**config.mk**
```make
export PLATFORM = sky130hd
export DESIGN_NAME = mem_arbiter_flat
export DESIGN_NICKNAME = d
export VERILOG_FILES = /design/src/rtl/mem_arbiter_pkg.sv /design/src/rtl/mem_arbiter_if.sv /design/src/rtl/mem_arbiter_arb_pick.sv /design/src/rtl/mem_arbiter.sv /design/src/flat_wrapper.sv
export SDC_FILE = /design/constraint.sdc
export NUM_CORES = 1
export LEC_CHECK = 0
export BUFFER_PORTS_ARGS = -buffer_cell sky130_fd_sc_hd__buf_2
export CAP_MARGIN = 30
export CORE_ASPECT_RATIO = 0.7
export CORE_MARGIN = 2
export CORE_UTILIZATION = 50
export DETAILED_ROUTE_END_ITERATION = 8
export GPL_ROUTABILITY_DRIVEN = 0
export PLACE_DENSITY = 0.95
export SYNTH_ARGS = -nofsm -noshare
export SYNTH_HDL_FRONTEND = slang
export SYNTH_HIERARCHICAL = 1
export SYNTH_SLANG_ARGS = --single-unit
export TNS_END_PERCENT = 50
```
**constraint.sdc**
```tcl
create_clock -name clk -period 3.4 [get_ports clk]
set_input_delay 0 -clock clk [delete_from_list [all_inputs] [get_ports clk]]
set_output_delay 0 -clock clk [all_outputs]
set_load 0.01 [all_outputs]
```
**src/rtl/mem_arbiter_pkg.sv**
```systemverilog
// Shared types for the IF/D memory arbiter: FSM states, port ids and memory-type encodings.
package mem_arbiter_pkg;

  localparam logic [2:0] MT_X  = 3'd0;
  localparam logic [2:0] MT_B  = 3'd1;
  localparam logic [2:0] MT_H  = 3'd2;
  localparam logic [2:0] MT_W  = 3'd3;
  localparam logic [2:0] MT_BU = 3'd5;
  localparam logic [2:0] MT_HU = 3'd6;

  typedef enum logic [2:0] {IDLE, ISSUE, WAIT_BUSY, WAIT_DONE, RESP} arb_state_t;
  typedef enum logic {PORT_IF, PORT_D} arb_port_t;

endpackage

```
**src/rtl/mem_arbiter_if.sv**
```systemverilog
// Bus bundle between the fetch/data requesters, the arbiter and the shared memory.
// slave = arbiter side, master = requesters plus memory.
interface mem_arbiter_if;
  logic        if_req;
  logic [31:0] if_addr;
  logic [31:0] if_rdata;
  logic        if_ack;
  logic        d_req;
  logic        d_we;
  logic [31:0] d_addr;
  logic [31:0] d_wdata;
  logic [2:0]  d_mt;
  logic [31:0] d_rdata;
  logic        d_ack;
  logic        err;
  logic [31:0] mem_address;
  logic [31:0] mem_data_input;
  logic [31:0] mem_data_output;
  logic        mem_ld;
  logic        mem_wr;
  logic [2:0]  mem_mt;
  logic        mem_busy;

  modport slave (
    input  if_req, if_addr, d_req, d_we, d_addr, d_wdata, d_mt, mem_data_output, mem_busy,
    output if_rdata, if_ack, d_rdata, d_ack, err, mem_address, mem_data_input, mem_ld, mem_wr, mem_mt
  );

  modport master (
    output if_req, if_addr, d_req, d_we, d_addr, d_wdata, d_mt, mem_data_output, mem_busy,
    input  if_rdata, if_ack, d_rdata, d_ack, err, mem_address, mem_data_input, mem_ld, mem_wr, mem_mt
  );
endinterface

```
**src/rtl/mem_arbiter_arb_pick.sv**
```systemverilog
// Combinational grant selection. MEM_ARB_RR_EN selects round-robin tie-break;
// otherwise D always beats IF and rr_ptr is ignored.
module mem_arbiter_arb_pick
  import mem_arbiter_pkg::*;
(
  input  logic      if_req,
  input  logic      d_req,
  input  arb_port_t rr_ptr,
  output arb_port_t port,
  output logic      vld
);

  always_comb begin
    vld  = if_req | d_req;
    port = PORT_IF;
`ifdef MEM_ARB_RR_EN
    // rr_ptr holds the last served port; a tie goes to the other one
    if (if_req && d_req) port = (rr_ptr == PORT_D) ? PORT_IF : PORT_D;
    else if (d_req)      port = PORT_D;
`else
    if (d_req) port = PORT_D;
`endif
  end

`ifndef MEM_ARB_RR_EN
  logic unused_rr;
  assign unused_rr = rr_ptr;
`endif

endmodule

```
**src/rtl/mem_arbiter.sv**
```systemverilog
// Two-port (IF/D) front end for the shared memory: grant, hold command, pulse mem_ld,
// follow busy, return data with a one-cycle ack. MEM_ARB_RR_EN enables round-robin ties.
module mem_arbiter
  import mem_arbiter_pkg::*;
#(
  parameter int MAX_WAIT = 16,
  parameter int CW       = 5
) (
  input logic       clk,
  input logic       reset_n,
  mem_arbiter_if.slave bus
);

  localparam logic [CW-1:0] LAST = CW'(MAX_WAIT - 1);

  arb_state_t      state;
  arb_port_t       gnt, pick_port, rr_ptr;
  logic            pick_vld, tmo, fin;
  logic [CW-1:0]   cnt;

  mem_arbiter_arb_pick u_pick (
    .if_req (bus.if_req),
    .d_req  (bus.d_req),
    .rr_ptr (rr_ptr),
    .port   (pick_port),
    .vld    (pick_vld)
  );

`ifdef MEM_ARB_RR_EN
  always_ff @(posedge clk) begin
    if (!reset_n)                    rr_ptr <= PORT_IF;
    else if (state == IDLE && pick_vld) rr_ptr <= pick_port;
  end
`else
  assign rr_ptr = PORT_IF;
`endif

  assign tmo = (cnt == LAST);
  // completion: timeout while waiting for busy, or busy falling / timeout while it is up
  assign fin = ((state == WAIT_BUSY) && !bus.mem_busy && tmo) ||
               ((state == WAIT_DONE) && (!bus.mem_busy || tmo));

  always_ff @(posedge clk) begin
    if (!reset_n) begin
      state              <= IDLE;
      cnt                <= '0;
      gnt                <= PORT_IF;
      bus.if_ack         <= 1'b0;
      bus.d_ack          <= 1'b0;
      bus.err            <= 1'b0;
      bus.mem_ld         <= 1'b0;
      bus.mem_wr         <= 1'b0;
      bus.mem_address    <= '0;
      bus.mem_data_input <= '0;
      bus.mem_mt         <= MT_W;
      bus.if_rdata       <= '0;
      bus.d_rdata        <= '0;
    end else begin
      bus.mem_ld <= 1'b0;
      bus.if_ack <= 1'b0;
      bus.d_ack  <= 1'b0;
      bus.err    <= 1'b0;
      case (state)
        IDLE: begin
          cnt <= '0;
          if (pick_vld) begin
            state      <= ISSUE;
            gnt        <= pick_port;
            bus.mem_ld <= 1'b1;
            if (pick_port == PORT_D) begin
              bus.mem_address    <= bus.d_addr;
              bus.mem_wr         <= bus.d_we;
              bus.mem_mt         <= bus.d_mt;
              bus.mem_data_input <= bus.d_wdata;
            end else begin
              bus.mem_address    <= bus.if_addr;
              bus.mem_wr         <= 1'b0;
              bus.mem_mt         <= MT_W;
              bus.mem_data_input <= '0;
            end
          end
        end
        ISSUE: state <= WAIT_BUSY;
        WAIT_BUSY: begin
          if (bus.mem_busy) begin
            cnt   <= '0;
            state <= WAIT_DONE;
          end else if (tmo) state <= RESP;
          else              cnt   <= cnt + 1'b1;
        end
        WAIT_DONE: begin
          if (!bus.mem_busy) begin
            state <= RESP;
            // store acks leave d_rdata at its previous value
            if (gnt == PORT_IF)   bus.if_rdata <= bus.mem_data_output;
            else if (!bus.mem_wr) bus.d_rdata  <= bus.mem_data_output;
          end else if (tmo) state <= RESP;
          else              cnt   <= cnt + 1'b1;
        end
        RESP: begin
          bus.mem_wr <= 1'b0;
          state      <= IDLE;
        end
        default: state <= IDLE;
      endcase
      if (fin) begin
        bus.if_ack <= (gnt == PORT_IF);
        bus.d_ack  <= (gnt == PORT_D);
        bus.err    <= (state == WAIT_BUSY) || bus.mem_busy;
      end
    end
  end

endmodule

```
**src/flat_wrapper.sv**
```systemverilog
// flat-port wrapper written by rule: the top's interface ports become plain ports
module mem_arbiter_flat import mem_arbiter_pkg::*;
#(
  parameter int MAX_WAIT = 16,
  parameter int CW       = 5
)
  (clk, reset_n, bus_if_req, bus_if_addr, bus_d_req, bus_d_we, bus_d_addr, bus_d_wdata, bus_d_mt, bus_mem_data_output, bus_mem_busy, bus_if_rdata, bus_if_ack, bus_d_rdata, bus_d_ack, bus_err, bus_mem_address, bus_mem_data_input, bus_mem_ld, bus_mem_wr, bus_mem_mt);
  mem_arbiter_if bus_i ();
  input logic clk;
  input logic reset_n;
  input wire logic [$bits(bus_i.if_req)-1:0] bus_if_req;
  input wire logic [$bits(bus_i.if_addr)-1:0] bus_if_addr;
  input wire logic [$bits(bus_i.d_req)-1:0] bus_d_req;
  input wire logic [$bits(bus_i.d_we)-1:0] bus_d_we;
  input wire logic [$bits(bus_i.d_addr)-1:0] bus_d_addr;
  input wire logic [$bits(bus_i.d_wdata)-1:0] bus_d_wdata;
  input wire logic [$bits(bus_i.d_mt)-1:0] bus_d_mt;
  input wire logic [$bits(bus_i.mem_data_output)-1:0] bus_mem_data_output;
  input wire logic [$bits(bus_i.mem_busy)-1:0] bus_mem_busy;
  output wire logic [$bits(bus_i.if_rdata)-1:0] bus_if_rdata;
  output wire logic [$bits(bus_i.if_ack)-1:0] bus_if_ack;
  output wire logic [$bits(bus_i.d_rdata)-1:0] bus_d_rdata;
  output wire logic [$bits(bus_i.d_ack)-1:0] bus_d_ack;
  output wire logic [$bits(bus_i.err)-1:0] bus_err;
  output wire logic [$bits(bus_i.mem_address)-1:0] bus_mem_address;
  output wire logic [$bits(bus_i.mem_data_input)-1:0] bus_mem_data_input;
  output wire logic [$bits(bus_i.mem_ld)-1:0] bus_mem_ld;
  output wire logic [$bits(bus_i.mem_wr)-1:0] bus_mem_wr;
  output wire logic [$bits(bus_i.mem_mt)-1:0] bus_mem_mt;
  assign bus_i.if_req = bus_if_req;
  assign bus_i.if_addr = bus_if_addr;
  assign bus_i.d_req = bus_d_req;
  assign bus_i.d_we = bus_d_we;
  assign bus_i.d_addr = bus_d_addr;
  assign bus_i.d_wdata = bus_d_wdata;
  assign bus_i.d_mt = bus_d_mt;
  assign bus_i.mem_data_output = bus_mem_data_output;
  assign bus_i.mem_busy = bus_mem_busy;
  assign bus_if_rdata = bus_i.if_rdata;
  assign bus_if_ack = bus_i.if_ack;
  assign bus_d_rdata = bus_i.d_rdata;
  assign bus_d_ack = bus_i.d_ack;
  assign bus_err = bus_i.err;
  assign bus_mem_address = bus_i.mem_address;
  assign bus_mem_data_input = bus_i.mem_data_input;
  assign bus_mem_ld = bus_i.mem_ld;
  assign bus_mem_wr = bus_i.mem_wr;
  assign bus_mem_mt = bus_i.mem_mt;
  mem_arbiter #(.MAX_WAIT(MAX_WAIT), .CW(CW)) u_core (.clk(clk), .reset_n(reset_n), .bus(bus_i));
endmodule
```
# Yosys cells after proc, flatten, opt, wreduce, memory -nomap -nowiden
# Cells that the tools add are included.
# totals
ff_bits	145
latch_bits	0
mem_bits_rw	0
mem_bits_ro	0
input_bits	137
output_inout_bits	136
word_cells	59
memories	0
# op_classes
n_addsub	1
multipliers	0
n_div	0
order_cmp	0
n_eq_ne	7
shifts	0
n_mux	17
bitwise_logic	4
reduce_logical	17
# op_table
operator	count
$mux 32	2
$mux 3	5
$mux 5	3
$pmux 5 s3	1
$pmux 3 s4	1
$reduce_and 2->1	5
$eq 3x2->1 const B	2
$add 5x1->5 const B	1
$eq 5x4->1 const B	1
$mux 1	4
$reduce_and 4->1	1
$eq 3x1->1 const B	1
$eq 3x3->1 const B	1
$logic_and 1x1->1	3
$logic_not 3->1	1
$logic_or 1x1->1	3
$not 1->1	3
$reduce_and 3->1	1
$reduce_bool 3->1	1
$ne 2x1->1 const B	1
$ne 2x2->1 const B	1
$pmux 1 s2	1
$reduce_bool 2->1	1
$logic_not 1->1	1
$or 1x1->1	1

# Depth between registers and ports, before layout
# logic_depth
depth_word	5
depth_mapped	6
ltp_nobuf	4

# Hierarchy
# The synthesis kept the hierarchy.
# modules_own_cells
mod	instances	cells_each	area_each_um2	seq_area_each_um2
mem_arbiter	1	674	5783.0	2902.8
mem_arbiter_arb_pick	1	2	13.8	0.0

# Worst setup path before layout
# Ideal clock, no wire load.
# synth_timing
path_type	flip-flop to flip-flop
startpoint	reg u_core.cnt[0]
endpoint	reg u_core.cnt[0]
setup_time_ns	0.086
arrival_time_ns	1.574
required_time_ns	3.314
setup_slack_ns	1.739
path_stages_with_launch	6
path_buffers	1
period_less_slack_ns	1.661
path_cell_list	dfxtp_1 > ha_1 > and4b_1 > clkbuf_2 > or4_1 > a221oi_2
# synth_via
elab_chain_len	4
elab_cells_between_ends	6
cone_classes	add/sub (1); eq/ne (1); mux (4)
# synth_rtl
item	line	source
start, declared	mem_arbiter.sv:19	logic [CW-1:0] cnt;
start signal, assigned	mem_arbiter.sv:89	else cnt <= cnt + 1'b1;
start signal, assigned	mem_arbiter.sv:98	else cnt <= cnt + 1'b1;
$add 5x1->5 / $eq 5x4->1 (equally long branches)	mem_arbiter.sv:89, mem_arbiter.sv:98, mem_arbiter.sv:38	
$mux 5 *	mem_arbiter.sv:88, mem_arbiter.sv:97	
$mux 5, on equally long branches	mem_arbiter.sv:92, mem_arbiter.sv:85	
$pmux 5 s3 *	mem_arbiter.sv:63	case (state)
# Mark *: on every way between the ends. The rest lies on a longest branch, timed or not. The select of a mux whose other input is x is not followed.
# A chain may end at the register's enable or synchronous reset.

# Worst setup path in the final report
# layout_timing
startpoint	reg u_core.state[2]
endpoint	reg u_core.bus.mem_mt[1]
# layout_via
elab_chain_len	2
# layout_rtl
item	line	source
start, declared	mem_arbiter.sv:16	arb_state_t state;
start signal, assigned	mem_arbiter.sv:45	state <= IDLE;
start signal, assigned	mem_arbiter.sv:67	state <= ISSUE;
start signal, assigned	mem_arbiter.sv:83	ISSUE: state <= WAIT_BUSY;
$logic_not 3->1	mem_arbiter.sv:63	
$reduce_and 2->1 (no source line)	n/a	
end signal, assigned	mem_arbiter.sv:73	bus.mem_mt <= bus.d_mt;
end, declared	mem_arbiter_if.sv:26	output if_rdata, if_ack, d_rdata, d_ack, err, mem_address, mem_data_input, mem_ld, mem_wr, mem_mt
# Every way passes these cells.

==> results by stage <==
Layout:
- The number of nets in the layout is 1175.
- The share of layout cells above drive strength 1 is 0.306.
- The signed area change from the synthesized netlist to the final layout is 56.7%.
- The top cell types in the final layout, fill and taps aside, are buf_2 (272), dfxtp_1 (145), dlygate4sd3_1 (130), a21oi_1 (102), nand3_1 (101).
- The leading cell type in the layout, fill and taps excluded is buf_2.
- Excluding fillers, the count of instances in the completed layout stands at 1208.

Route:
- The number of search-and-repair iterations in the first detailed-routing pass is 5.
- The total routed wirelength is approximately 24000 um.
- The average routed wire per standard cell is 19.5 um.
- The detailed-route DRC error count is 0.
- The detail route stage leaves a number of antenna-violating nets equal to 0.
- In the routed layout, each cell is associated on average with a via count of 5.77.
- The final route contains 6968 vias.
- The first routing iteration left 691 violations.

Floorplan:
- The die covers ~0.012 mm2.
- For this design the top-level I/O count stands at 273.
- The die is roughly 130 um wide.
- The initial cell density of the core is 0.519.
- The core region is 0.0112 mm2.
- Row generation in the floorplan step produced 32 rows.
- The die span in y is 94.1 um.

Timing:
- Setup slack closes at 1.10 ns.
- In this run the tightest slew margin relative to its limit is 0.375.
- The maximum clock frequency is 435 MHz.
- The final max-slew violation count was 0.
- The total negative slack is 0 ns.
- The largest clock skew in the final design is 0.00794 ns.
- Setup repair after global routing left no endpoint under its margin.
- The actual slew at the worst max-slew pin is between 0.9 and 1 ns.
- Setup violations remaining at the end of the flow were counted as 0.
- Across all hold checks on the routed design, the worst slack comes to 0.00786 ns.
- The worst path in the final design needs a cycle of 2.30 ns, including I/O delays and setup.
- The final hold violation count came to 0.
- The share of the clock period used by the worst path after layout is 0.677.

Clock network:
- At the later pin of the worst-skew pair, clock insertion delay measures a little over 0.4 ns.
- The number of H-tree levels is 4.
- The total CTS buffers is 17.
- The root cell of the clock tree is clkbuf_16.
- The buffer levels on the longest clock path is 2.
- The clock-pin transition on the worst setup and hold timing paths is 0.06 ns.
- The tree built by TritonCTS fans out to 145 sinks.
- The clock tree from TritonCTS is built.

Placement:
- In this run the tool buffered the top-level ports with 272 buffer cells.
- Summed over all nets, the half-perimeter wirelength after detailed placement is between 10000 and 15000 um.
- Timing analysis after detailed placement gives a worst setup slack of 1.58 ns.
- Once placement completed, the tool counted placed cells totaling 1041.

Power and ir drop:
- IR analysis of the VDD net gives a maximum drop of ~0.36 mV.
- The switching share of power is 0.298.
- The share of power burned in registers is 0.400.
- Summed over all cells, the static leakage comes to 4.02 nW.
- The share of total power dissipated in combinational logic is 0.212.
- Power spread over the standard cell area amounts to 532 mW/mm2.
- The internal power of the cells totals 3.39 mW.
- Of the total power, the clock network draws 0.388.
- The switching power of the nets is 1.44 mW.

Synth:
- The number of nets in the synthesized netlist is 813.
- The Yosys warning count is 6.
- The post-synthesis instance total is 675.
- The cell area that synthesis handed to floorplanning was 0.00579 mm2.
- A synthesized cell averages 8.58 um2.

Job:
- The number of max-capacitance violations reported is 0.

Worst setup path:
- The cell with the largest stage delay on the worst path is or4b_1.
- The worst reg2reg path depth is 5.
- The worst setup path is of the reg2reg kind.
- Data on the critical path is required at its endpoint by 3.69 ns.
- The capture point of the critical path is u_core/bus.mem_mt[1]$_SDFFE_PN1P_.
- Counting buffers and inverters, the worst setup path is 5 cells deep.
- The register-to-register path setup slack is 1.10 ns.
- STA classifies the critical path endpoint as a register.
- The critical path launch point type is a register.
- The origin of the worst setup path is u_core/state[2]$_SDFFE_PN0P_.
- Data on the critical path arrives at its endpoint at approximately 2.6 ns.
- The critical-path maximum fanout is 37.
- The worst register-to-register path begins at u_core/state[2]$_SDFFE_PN0P_.
- The combined buffer and inverter count along the critical path is 2.
- The endpoint identified for the worst register-to-register timing path is u_core/bus.mem_mt[1]$_SDFFE_PN1P_.
- On the worst path, the slowest cell contributes a delay of between 0.5 and 0.6 ns.
- Among cell families on the critical path, the largest total delay comes from buffers and inverters.
- Walking the worst path, the cells encountered are or4b_1 -> buf_4 -> nor3b_1 -> o21ai_1 -> dlygate4sd3_1.

GRT:
- The pin count of the biggest net entering global routing is 100.
- The aggregate global-route resource usage is 0.371.
- The wire length of the first global-routing pass is 36300 um.
- The initial antenna violation count is 1.
- The aggregate global routing overflow is 0.
- The number of global-route vias before repair is 7083.

Worst hold path:
- The classification of the worst-slack hold path is in2reg.

Status:
- The flow ran to the end, and the final reports show no timing, DRC or antenna violations.
## per-layer routing
layer	wire length, um	vias up	GRT usage
li1	-	3142	-
met1	8690	3213	0.419
met2	11500	494	0.628
met3	1910	119	0.0858
met4	1450	0	0.256
met5	0	-	0
## power groups by stage
| stage | combinational (mW) | clock [mW] | sequential (mW) |
|---|---|---|---|
| 2_1_floorplan | 0.450 | 0 | 1.99 |
| 5_1_grt | 1.09 | 1.97 | 1.94 |
| 3_5_place_dp | 0.822 | 0 | 1.95 |
| 6_report | 1.03 | 1.87 | 1.93 |
| 4_1_cts | 0.951 | 1.88 | 1.91 |
| 3_3_place_gp | 0.799 | 0 | 1.94 |
## how the worst min path moves through the flow
stage | startpoint | end | slack (ns) | cells after the start
3_5_place_dp | bus_d_mt[1] | u_core/bus.mem_mt[1]$_SDFFE_PN1P_ | 0.25 | 3
4_1_cts | bus_d_addr[14] | u_core/bus.mem_address[14]$_SDFFE_PN0P_ | 0.002 | 3
2_1_floorplan | bus_mem_data_output[0] | u_core/bus.d_rdata[0]$_SDFFE_PN0P_ | 0.15 | 2
5_1_grt | bus_if_addr[17] | u_core/bus.mem_address[17]$_SDFFE_PN0P_ | 0.01 | 3
6_report | bus_d_addr[14] | u_core/bus.mem_address[14]$_SDFFE_PN0P_ | 0.008 | 3
3_3_place_gp | bus_d_mt[0] | u_core/bus.mem_mt[0]$_SDFFE_PN1P_ | 0.25 | 3
## timing repair
action | CTS | global route
hold endpoints to repair | 133 | 0
setup buffers | 0 | 0
gates resized for setup | 0 | 0
endpoints found under the setup margin | 0 | 0
hold buffers | 130 | 0
## state kept, by name (all words and copies together) (netlist names)
register and flops:
u_core/bus.mem_ld 1, u_core/cnt 5, u_core/gnt 1, u_core/bus.mem_address 32, u_core/bus.d_rdata 32, u_core/bus.d_ack 1, u_core/bus.if_rdata 32, u_core/state 3
u_core/bus.mem_wr 1, u_core/bus.mem_mt 3, u_core/bus.err 1, u_core/bus.if_ack 1, u_core/bus.mem_data_input 32
## stage by stage
stage	utilization	instance area [um2]	power, mW
floorplan	-	5790	2.44
global placement	0.640	7150	2.74
detailed placement	0.641	7170	2.77
CTS	0.812	9070	4.75
global route	0.812	9070	5.00
finish	0.813	9080	4.83
## layout make-up
cell class | count | area [um2]
repair buffers | 415 | 2780
diodes | 5 | 12.5
well taps | 153 | 191
clock buffers | 21 | 470
flip-flops and latches | 145 | 2900
multi-input cells | 454 | 2570
inverters | 4 | 17.5
fillers | 665 | 2090
clock inverters | 11 | 130
## worst register-to-register path: stages, from the launching register on
cell	delay, ns
dfxtp_1	0.48
or4b_1	0.58
buf_4	0.26
nor3b_1	0.25
o21ai_1	0.07
dlygate4sd3_1	0.56
(Power assumes the default switching activity.)
